==> config.mk <==
export PLATFORM = sky130hd
export DESIGN_NAME = apb_req_arbiter
export DESIGN_NICKNAME = d
export VERILOG_FILES = /design/src/rtl/apb_req_arbiter.sv
export SDC_FILE = /design/constraint.sdc
export NUM_CORES = 1
export LEC_CHECK = 0
export CORE_MARGIN = 4
export CORE_UTILIZATION = 40
export CTS_CLUSTER_SIZE = 16
export DETAILED_ROUTE_END_ITERATION = 12
export GPL_TIMING_DRIVEN = 0
export PLACE_DENSITY = 0.76
export REMOVE_ABC_BUFFERS = 1
export SLEW_MARGIN = 20
export SYNTH_ARGS = -nofsm -noshare
export SYNTH_HDL_FRONTEND = slang
export SYNTH_SLANG_ARGS = --single-unit
export TNS_END_PERCENT = 5
==> constraint.sdc <==
create_clock -name pclk -period 1.7 [get_ports pclk]
set_input_delay 0.255 -clock pclk [delete_from_list [all_inputs] [get_ports pclk]]
set_output_delay 0.255 -clock pclk [all_outputs]
set_load 0.02 [all_outputs]
==> src/rtl/apb_req_arbiter.sv <==
// Two-requester round-robin arbiter that sequences single accesses into the APB
// master bridge front-end and returns read data or a timeout error to the owner.
module apb_req_arbiter #(
    parameter int unsigned AW      = 9,
    parameter int unsigned DW      = 8,
    parameter int unsigned TIMEOUT = 16
) (
    input  logic          pclk,
    input  logic          presetn,
    input  logic          req0,
    input  logic          rw0,
    input  logic [AW-1:0] addr0,
    input  logic [DW-1:0] wdata0,
    output logic          gnt0,
    output logic          done0,
    output logic [DW-1:0] rdata0,
    output logic          err0,
    input  logic          req1,
    input  logic          rw1,
    input  logic [AW-1:0] addr1,
    input  logic [DW-1:0] wdata1,
    output logic          gnt1,
    output logic          done1,
    output logic [DW-1:0] rdata1,
    output logic          err1,
    output logic          transfer,
    output logic          read_write,
    output logic [AW-1:0] apb_write_paddr,
    output logic [DW-1:0] apb_write_data,
    output logic [AW-1:0] apb_read_paddr,
    input  logic [DW-1:0] apb_read_data_out,
    input  logic          xfer_done
);

    localparam int unsigned CW = 8;

    typedef enum logic [1:0] {
        S_IDLE  = 2'd0,
        S_ISSUE = 2'd1,
        S_WAIT  = 2'd2,
        S_RESP  = 2'd3
    } state_e;

    state_e        state_q, state_d;
    logic          prio_q, prio_d;
    logic          owner_q, owner_d;
    logic [CW-1:0] cnt_q, cnt_d;
    logic          transfer_q, transfer_d;
    logic          read_write_q, read_write_d;
    logic [AW-1:0] wpaddr_q, wpaddr_d;
    logic [DW-1:0] wdata_q, wdata_d;
    logic [AW-1:0] rpaddr_q, rpaddr_d;
    logic [1:0]    gnt_q, gnt_d;
    logic [1:0]    done_q, done_d;
    logic [1:0]    err_q, err_d;
    logic [DW-1:0] rdata0_q, rdata0_d;
    logic [DW-1:0] rdata1_q, rdata1_d;

    logic          win;
    logic          sel_rw;
    logic [AW-1:0] sel_addr;
    logic [DW-1:0] sel_wdata;
    logic [CW-1:0] cnt_inc;
    logic          finish;
    logic [DW-1:0] rsp_data;

    // Next-state and next-output logic; outputs are registered for the state being entered
    always_comb begin
        state_d      = state_q;
        prio_d       = prio_q;
        owner_d      = owner_q;
        cnt_d        = cnt_q;
        transfer_d   = 1'b0;
        read_write_d = read_write_q;
        wpaddr_d     = wpaddr_q;
        wdata_d      = wdata_q;
        rpaddr_d     = rpaddr_q;
        gnt_d        = gnt_q;
        done_d       = 2'b00;
        err_d        = err_q;
        rdata0_d     = rdata0_q;
        rdata1_d     = rdata1_q;

        // prio_q names the requester that wins a tie
        win       = (req0 & req1) ? prio_q : req1;
        sel_rw    = win ? rw1 : rw0;
        sel_addr  = win ? addr1 : addr0;
        sel_wdata = win ? wdata1 : wdata0;
        cnt_inc   = cnt_q + CW'(1);
        finish    = xfer_done | (cnt_inc == CW'(TIMEOUT));
        rsp_data  = (xfer_done & read_write_q) ? apb_read_data_out : '0;

        case (state_q)
            S_IDLE: begin
                if (req0 | req1) begin
                    state_d      = S_ISSUE;
                    owner_d      = win;
                    cnt_d        = '0;
                    transfer_d   = 1'b1;
                    read_write_d = sel_rw;
                    gnt_d        = win ? 2'b10 : 2'b01;
                    if (sel_rw) begin
                        rpaddr_d = sel_addr;
                        wpaddr_d = '0;
                        wdata_d  = '0;
                    end else begin
                        rpaddr_d = '0;
                        wpaddr_d = sel_addr;
                        wdata_d  = sel_wdata;
                    end
                end
            end
            S_ISSUE: begin
                state_d = S_WAIT;
                cnt_d   = '0;
            end
            S_WAIT: begin
                cnt_d = cnt_inc;
                // A completion in the timeout cycle still counts as success
                if (finish) begin
                    state_d         = S_RESP;
                    done_d[owner_q] = 1'b1;
                    err_d[owner_q]  = ~xfer_done;
                    if (owner_q) begin
                        rdata1_d = rsp_data;
                    end else begin
                        rdata0_d = rsp_data;
                    end
                end
            end
            S_RESP: begin
                state_d = S_IDLE;
                gnt_d   = 2'b00;
                prio_d  = ~owner_q;
                cnt_d   = '0;
            end
            default: begin
                state_d = S_IDLE;
            end
        endcase
    end

    always_ff @(posedge pclk) begin
        if (!presetn) begin
            state_q      <= S_IDLE;
            prio_q       <= 1'b0;
            owner_q      <= 1'b0;
            cnt_q        <= '0;
            transfer_q   <= 1'b0;
            read_write_q <= 1'b0;
            wpaddr_q     <= '0;
            wdata_q      <= '0;
            rpaddr_q     <= '0;
            gnt_q        <= 2'b00;
            done_q       <= 2'b00;
            err_q        <= 2'b00;
            rdata0_q     <= '0;
            rdata1_q     <= '0;
        end else begin
            state_q      <= state_d;
            prio_q       <= prio_d;
            owner_q      <= owner_d;
            cnt_q        <= cnt_d;
            transfer_q   <= transfer_d;
            read_write_q <= read_write_d;
            wpaddr_q     <= wpaddr_d;
            wdata_q      <= wdata_d;
            rpaddr_q     <= rpaddr_d;
            gnt_q        <= gnt_d;
            done_q       <= done_d;
            err_q        <= err_d;
            rdata0_q     <= rdata0_d;
            rdata1_q     <= rdata1_d;
        end
    end

    assign gnt0            = gnt_q[0];
    assign gnt1            = gnt_q[1];
    assign done0           = done_q[0];
    assign done1           = done_q[1];
    assign err0            = err_q[0];
    assign err1            = err_q[1];
    assign rdata0          = rdata0_q;
    assign rdata1          = rdata1_q;
    assign transfer        = transfer_q;
    assign read_write      = read_write_q;
    assign apb_write_paddr = wpaddr_q;
    assign apb_write_data  = wdata_q;
    assign apb_read_paddr  = rpaddr_q;

endmodule

# Word-level counts from Yosys, hierarchy flattened
# Index checks and enable logic that the tools add are counted.
totals:
  output_inout_bits: 50
  word_cells: 61
  reg_bits: 62
op_classes:
  reduce_logical: 12
  eq_ne: 6
  n_mux: 20
  add_sub_neg: 1
  n_lt_le_gt_ge: 2
  bitwise: 6
ops:
  columns: ["cell", "count"]
  rows:
  - ["8-bit 2-to-1 mux", 4]
  - ["9-bit 2-to-1 mux", 3]
  - ["8-bit case mux with 3 select lines", 1]
  - ["2-bit AND reduction", 5]
  - ["3-bit AND reduction", 3]
  - ["8-bit by 1-bit adder with 8-bit output (second input constant)", 1]
  - ["8-bit by 5-bit == test with 1-bit output (second input constant)", 1]
  - ["2-bit 2-to-1 mux", 4]
  - ["2-bit case mux with 4 select lines", 1]
  - ["2-bit == test (second input constant)", 2]
  - ["1-bit 2-to-1 mux", 4]
  - ["2-bit inequality test (second input constant)", 2]
  - ["2-bit case mux with 2 select lines", 1]
  - ["1-bit bitwise AND", 2]
  - ["2-bit bitwise mux", 1]
  - ["2-bit by 1-bit == test with 1-bit output (second input constant)", 1]
  - ["2-bit logical NOT", 1]
  - ["1-bit by 2-bit < comparator with 1-bit output (second input constant)", 1]
  - ["1-bit inverter", 2]
  - ["1-bit bitwise OR", 2]
  - ["2-bit nonzero test", 1]
  - ["2-bit OR reduction", 1]
  - ["1-bit demux with 1-bit select", 1]
  - ["1-bit >= comparator (second input constant)", 1]
  - ["1-bit logical AND", 1]

# Depth between registers and ports, before layout
logic_depth:
  ltp_word: 5
  ltp_mapped: 7
  depth_no_buf: 6

# Least setup slack after synthesis
# No wires, ideal clock.
synth_timing:
  path_kind: "register to register"
  startpoint: "register cnt_q[0]"
  endpoint: "register rdata0_q[0], in the netlist rdata0[0]"
  setup_slack_ps: -16
  arrival_ps: 1583
  required_ps: 1568
  path_stages_with_launch: 8
  synth_period_minus_slack_ps: 1716
  path_cell_list: "dfxtp_1 nand3_2 or3_1 a221o_1 buf_6 buf_6 nand3_1 a21oi_1"
synth_via:
  elab_chain_cells: 4
synth_lines:
  columns: ["element", "line_no", "rtl"]
  rows:
  - ["start: declaration", "47", "logic [CW-1:0] cnt_q, cnt_d;"]
  - ["start signal: assignment", "163", "cnt_q <= cnt_d;"]
  - ["8-bit by 1-bit adder with 8-bit output", "89", "cnt_inc = cnt_q + CW'(1);"]
  - ["8-bit by 5-bit == test with 1-bit output", "90", "finish = xfer_done | (cnt_inc == CW'(TIMEOUT));"]
  - ["1-bit bitwise OR", "90", null]
  - ["3-bit AND reduction (no line)", null, null]
  - ["end signal: assignment", "172", "rdata0_q <= rdata0_d;"]
  - ["end: declaration", "56", "logic [DW-1:0] rdata0_q, rdata0_d;"]
# No other way between the ends.
# A chain may end at the register's enable or synchronous reset.

# Worst setup path in the final report
layout_timing:
  startpoint: "register cnt_q[7]"
  endpoint: "register state_q[1]"
layout_via:
  elab_chain_cells: 5
layout_lines:
  columns: ["element", "line_no", "rtl"]
  rows:
  - ["8-bit by 1-bit adder with 8-bit output", "89", null]
  - ["8-bit by 5-bit == test with 1-bit output", "90", null]
  - ["1-bit bitwise OR", "90", null]
  - ["2-bit inequality test (no line)", null, null]
  - ["2-bit AND reduction (no line)", null, null]
  - ["end signal: assignment", "160", "state_q <= state_d;"]
  - ["end: declaration", "44", "state_e state_q, state_d;"]
# No other way between the ends.

==> summary.txt <==
========================================================================================
Outcome ................................................................... complete, but fails checks
Violations in the final reports ........................................... setup timing
Transition time at the pin with the least slew margin .....................    0.7214 ns
Routed wire length per instance ...........................................     15.95 um
Number of buffer cells added on primary ports .............................           98
Worst Slack Setup Final ...................................................  -0.03265 ns
# nets final ..............................................................          456
Final core utilization ....................................................       65.00%
Number of rows created at floorplan .......................................           29
Relative area change from synthesis to final layout .......................       54.63%
Number of instances in the synthesized netlist ............................          301
Crit path buf inv count ...................................................            0
Number of sinks driven by the clock tree ..................................           62
Overall via count from detail_route .......................................         2663
Category of cells accounting for the largest share of critical-path delay . compound AO/OA/AOI/OAI gates
Fraction of final layout cells with drive strength greater than 1 .........       15.97%
Arrival time at the worst endpoint ........................................      2.00 ns
Class of the tightest hold or removal check ...............................    in -> reg
Gr usage total ............................................................       18.89%
Placer's final routability congestion estimate ............................       0.8180
Die height ................................................................     90.62 um
Hold path startpoint ......................................................         req1
Synth Area in Simple Gates ................................................       18.47%
Relative max-transition margin ............................................       51.86%
Maximum fanout encountered on the critical timing path ....................            5
Starting density of the core ..............................................       42.03%
RSZ-0062 raised after global routing ......................................          yes
TritonCTS Buffers .........................................................            9
Final routed wirelength across all metal layers ...........................      7721 um
Synth Area in Adders ......................................................       2.291%
Power density over the cells .............................................. 1158 nW/um^2
Critical setup path kind ..................................................   reg -> reg
Synth Warn # ..............................................................            0
Pin count of the biggest net entering global routing ......................           56
Aggregate global routing overflow .........................................            0
Crit path cell chain ...................................................... nand3_2 > or3_4 > a221o_4 > a31oi_4 > mux2i_1
Number of nets still failing antenna checks after routing .................            0
Ratio of final minimum period to clock period .............................       101.9%
Width of the chip .........................................................     90.62 um
Full die area .............................................................    8211 um^2
Clock transition at the registers of the reported paths ...................      0.07 ns
Commonest cells after routing, fill and taps aside ........................ sky130_fd_sc_hd__clkdlybuf4s50_1, sky130_fd_sc_hd__dfxtp_1, sky130_fd_sc_hd__nor2_1, sky130_fd_sc_hd__a2bb2oi_1, sky130_fd_sc_hd__a21oi_1
Leading cell type in the layout, fill and taps excluded ................... sky130_fd_sc_hd__clkdlybuf4s50_1
Final Max Slew Viols ......................................................            0
Reported max-cap violation count ..........................................            0
Required @ worst endpoint .................................................      1.97 ns
Clock skew after layout ...................................................   0.01061 ns
Detail Placement HPWL .....................................................      4960 um
Combinational family with the most area after synthesis ................... compound AO/OA/AOI/OAI gates
Number of hold violations in the final report .............................            0
CTS tree ..................................................................          yes
Unique cell type count in the Yosys netlist ...............................           37
Max Clock Freq ............................................................   0.5772 GHz
Vias/cell .................................................................        5.502
Layout fillers ............................................................          555
Flop and latch count out of synthesis .....................................           62
Slowest cell on the critical path ......................................... sky130_fd_sc_hd__a221o_4
Async set-reset flop share out of synthesis ...............................           0%
Crit path launch type .....................................................     register
Post-synthesis cell area ..................................................    2730 um^2
Final routed DRC violation total ..........................................            0
Maximum vdd drop ..........................................................  0.0005603 V
Iteration-0 DRC count of the detailed router ..............................           77
Insertion delay to the later sink of the worst-skew pair ..................      0.34 ns
Clock root buffer ......................................................... sky130_fd_sc_hd__clkbuf_8
Compound-cell area share of the yosys netlist .............................       22.23%
Iteration count of the initial detailed-routing pass ......................            4
Crit path launch .......................................................... cnt_q[7]$_SDFFE_PN0P_
Leakage component of the power ............................................     1.528 nW
Dominant register cell in the synthesized netlist ......................... sky130_fd_sc_hd__dfxtp_1
Number of global-route vias before repair .................................         2623
Average size of a mapped cell .............................................   9.070 um^2
Core outline area .........................................................    6495 um^2
Global-route wire length before repair ....................................     12610 um
Post-synth EDFFs ..........................................................            0
Post-placement worst setup slack ..........................................   -0.6229 ns
Post-route minimum period .................................................     1.733 ns
Proportion of synthesized area in mux cells ...............................       7.379%
Fraction of synthesized cell area in xor and xnor cells ...................           0%
H-tree levels .............................................................            3
Portion of the post-synthesis area used by sequential elements ............       45.46%
Startpoint of the worst-slack reg-to-reg timing path ...................... cnt_q[7]$_SDFFE_PN0P_
Slowest stage delay, CP ...................................................      0.44 ns
Total inserted antenna cells ..............................................            0
Number of primary I/O pins ................................................           99
Initial antenna violation count ...........................................            0
Buffer depth of the longest clock path ....................................            2
Setup-violating endpoint count in the final report ........................            4
Crit. End Element .........................................................     register
========================================================================================
==> cells in the mapped netlist, types with 2 or more instances <==
library cell / n / area, um^2
sky130_fd_sc_hd__a21oi_1: 22 / 110.1
sky130_fd_sc_hd__dfxtp_1: 62 / 1241
sky130_fd_sc_hd__and2_1: 2 / 12.51
sky130_fd_sc_hd__nand2_1: 19 / 71.32
sky130_fd_sc_hd__buf_6: 2 / 22.52
sky130_fd_sc_hd__nor2_1: 38 / 142.6
sky130_fd_sc_hd__or3_1: 4 / 25.02
sky130_fd_sc_hd__nand3b_1: 2 / 15.01
sky130_fd_sc_hd__ha_1: 5 / 62.56
sky130_fd_sc_hd__o21a_1: 4 / 30.03
sky130_fd_sc_hd__a2bb2oi_1: 26 / 227.7
sky130_fd_sc_hd__inv_1: 5 / 18.77
sky130_fd_sc_hd__mux2i_1: 19 / 190.2
sky130_fd_sc_hd__o21ai_0: 6 / 30.03
sky130_fd_sc_hd__nand3_1: 20 / 100.1
sky130_fd_sc_hd__nor2b_1: 6 / 37.54
sky130_fd_sc_hd__nor3_2: 2 / 20.02
sky130_fd_sc_hd__nand4b_1: 2 / 17.52
sky130_fd_sc_hd__buf_1: 2 / 7.510
sky130_fd_sc_hd__nor3_1: 4 / 20.02
sky130_fd_sc_hd__clkbuf_1: 15 / 56.30
sky130_fd_sc_hd__a22oi_1: 18 / 135.1
sky130_fd_sc_hd__o221a_2: 2 / 22.52
==> layer usage <==
metal	part of all wire [%]	wire length [um]	GRT usage, %
met4	1.5	112	8.291
met5	0	0	0
met3	9.3	720	7.250
met2	48	3729	32.00
met1	41	3159	20.97
==> cell type report <==
cell class	count	area (um^2)	share of cell area, %
Sequential cell	62	1264	29.93
Clock buffer	9	123.9	2.934
Tap cell	77	96.34	2.282
Clock inverter	7	97.59	2.312
Inverter	6	25.02	0.5928
Timing Repair Buffer	109	1099	26.02
Multi-Input combinational cell	214	1516	35.92
==> flip-flops by register name, summed over array words and instances (netlist names) <==
register,count
cnt_q,8
read_write,1
err_q,2
owner_q,1
done_q,2
prio_q,1
rdata1,8
apb_write_data,8
gnt_q,2
transfer,1
apb_read_paddr,9
apb_write_paddr,9
state_q,2
rdata0,8
==> worst register-to-register path: cells and delay by family, from the launching register on <==
| family | cells | cell delay, ns |
|---|---|---|
| muxes | 1 | 0.20 |
| DFF | 1 | 0.36 |
| and+or+nand+nor | 2 | 0.47 |
| AOI/OAI and AO/OA | 2 | 0.64 |
==> kinds of logic after synthesis <==
kind of cell	count (synthesis)
AND/OR/NAND/NOR	104
AO/OA/AOI/OAI	84
flip-flops	62
buffers and inverters	26
multiplexers	20
adder cells (fa/ha/maj)	5
==> stage by stage <==
stage / hold WS, ns / total power [mW] / setup TNS, ns / area (um^2) / cells
floorplan: 0.3727 / 2.685 / -16.13 / 2639 / 281
global placement: 0.4625 / 3.267 / -66.57 / 3716 / 456
detailed placement: 0.4724 / 3.324 / -28.64 / 3731 / 457
CTS: 0.4819 / 4.845 / -1.220 / 4173 / 484
global route: 0.4615 / 5.134 / -1.560 / 4222 / 484
finish: 0.4286 / 4.888 / -0.05144 / 4222 / 484
==> path summary, 6_finish.rpt <==
path | endpoint | slack [ns] | depth (start not counted)
setup / recovery | state_q[1]$_SDFFE_PN0P_ | -0.03 | 5
setup reg to reg | state_q[1]$_SDFFE_PN0P_ | -0.03 | 5
hold / removal | gnt_q[0]$_SDFFE_PN0P_ | 0.43 | 4
hold reg to reg | rdata0[2]$_SDFFE_PN0P_ | 0.48 | 2
==> where the power goes <==
group | internal, mW | switching [mW]
Combinational | 0.794 | 0.904
Clock | 0.830 | 0.626
Sequential | 1.62 | 0.115
Total | 3.24 | 1.65
==> repair_timing <==
| action | CTS | global route |
|---|---|---|
| endpoints found under the setup margin | 52 | 58 |
| hold buffers | 0 | 0 |
| cloned | 1 | 0 |
| pin swaps | 6 | 5 |
| resized for setup | 31 | 15 |
| setup buffers | 10 | 0 |
Power figures use the tool's default switching activity.
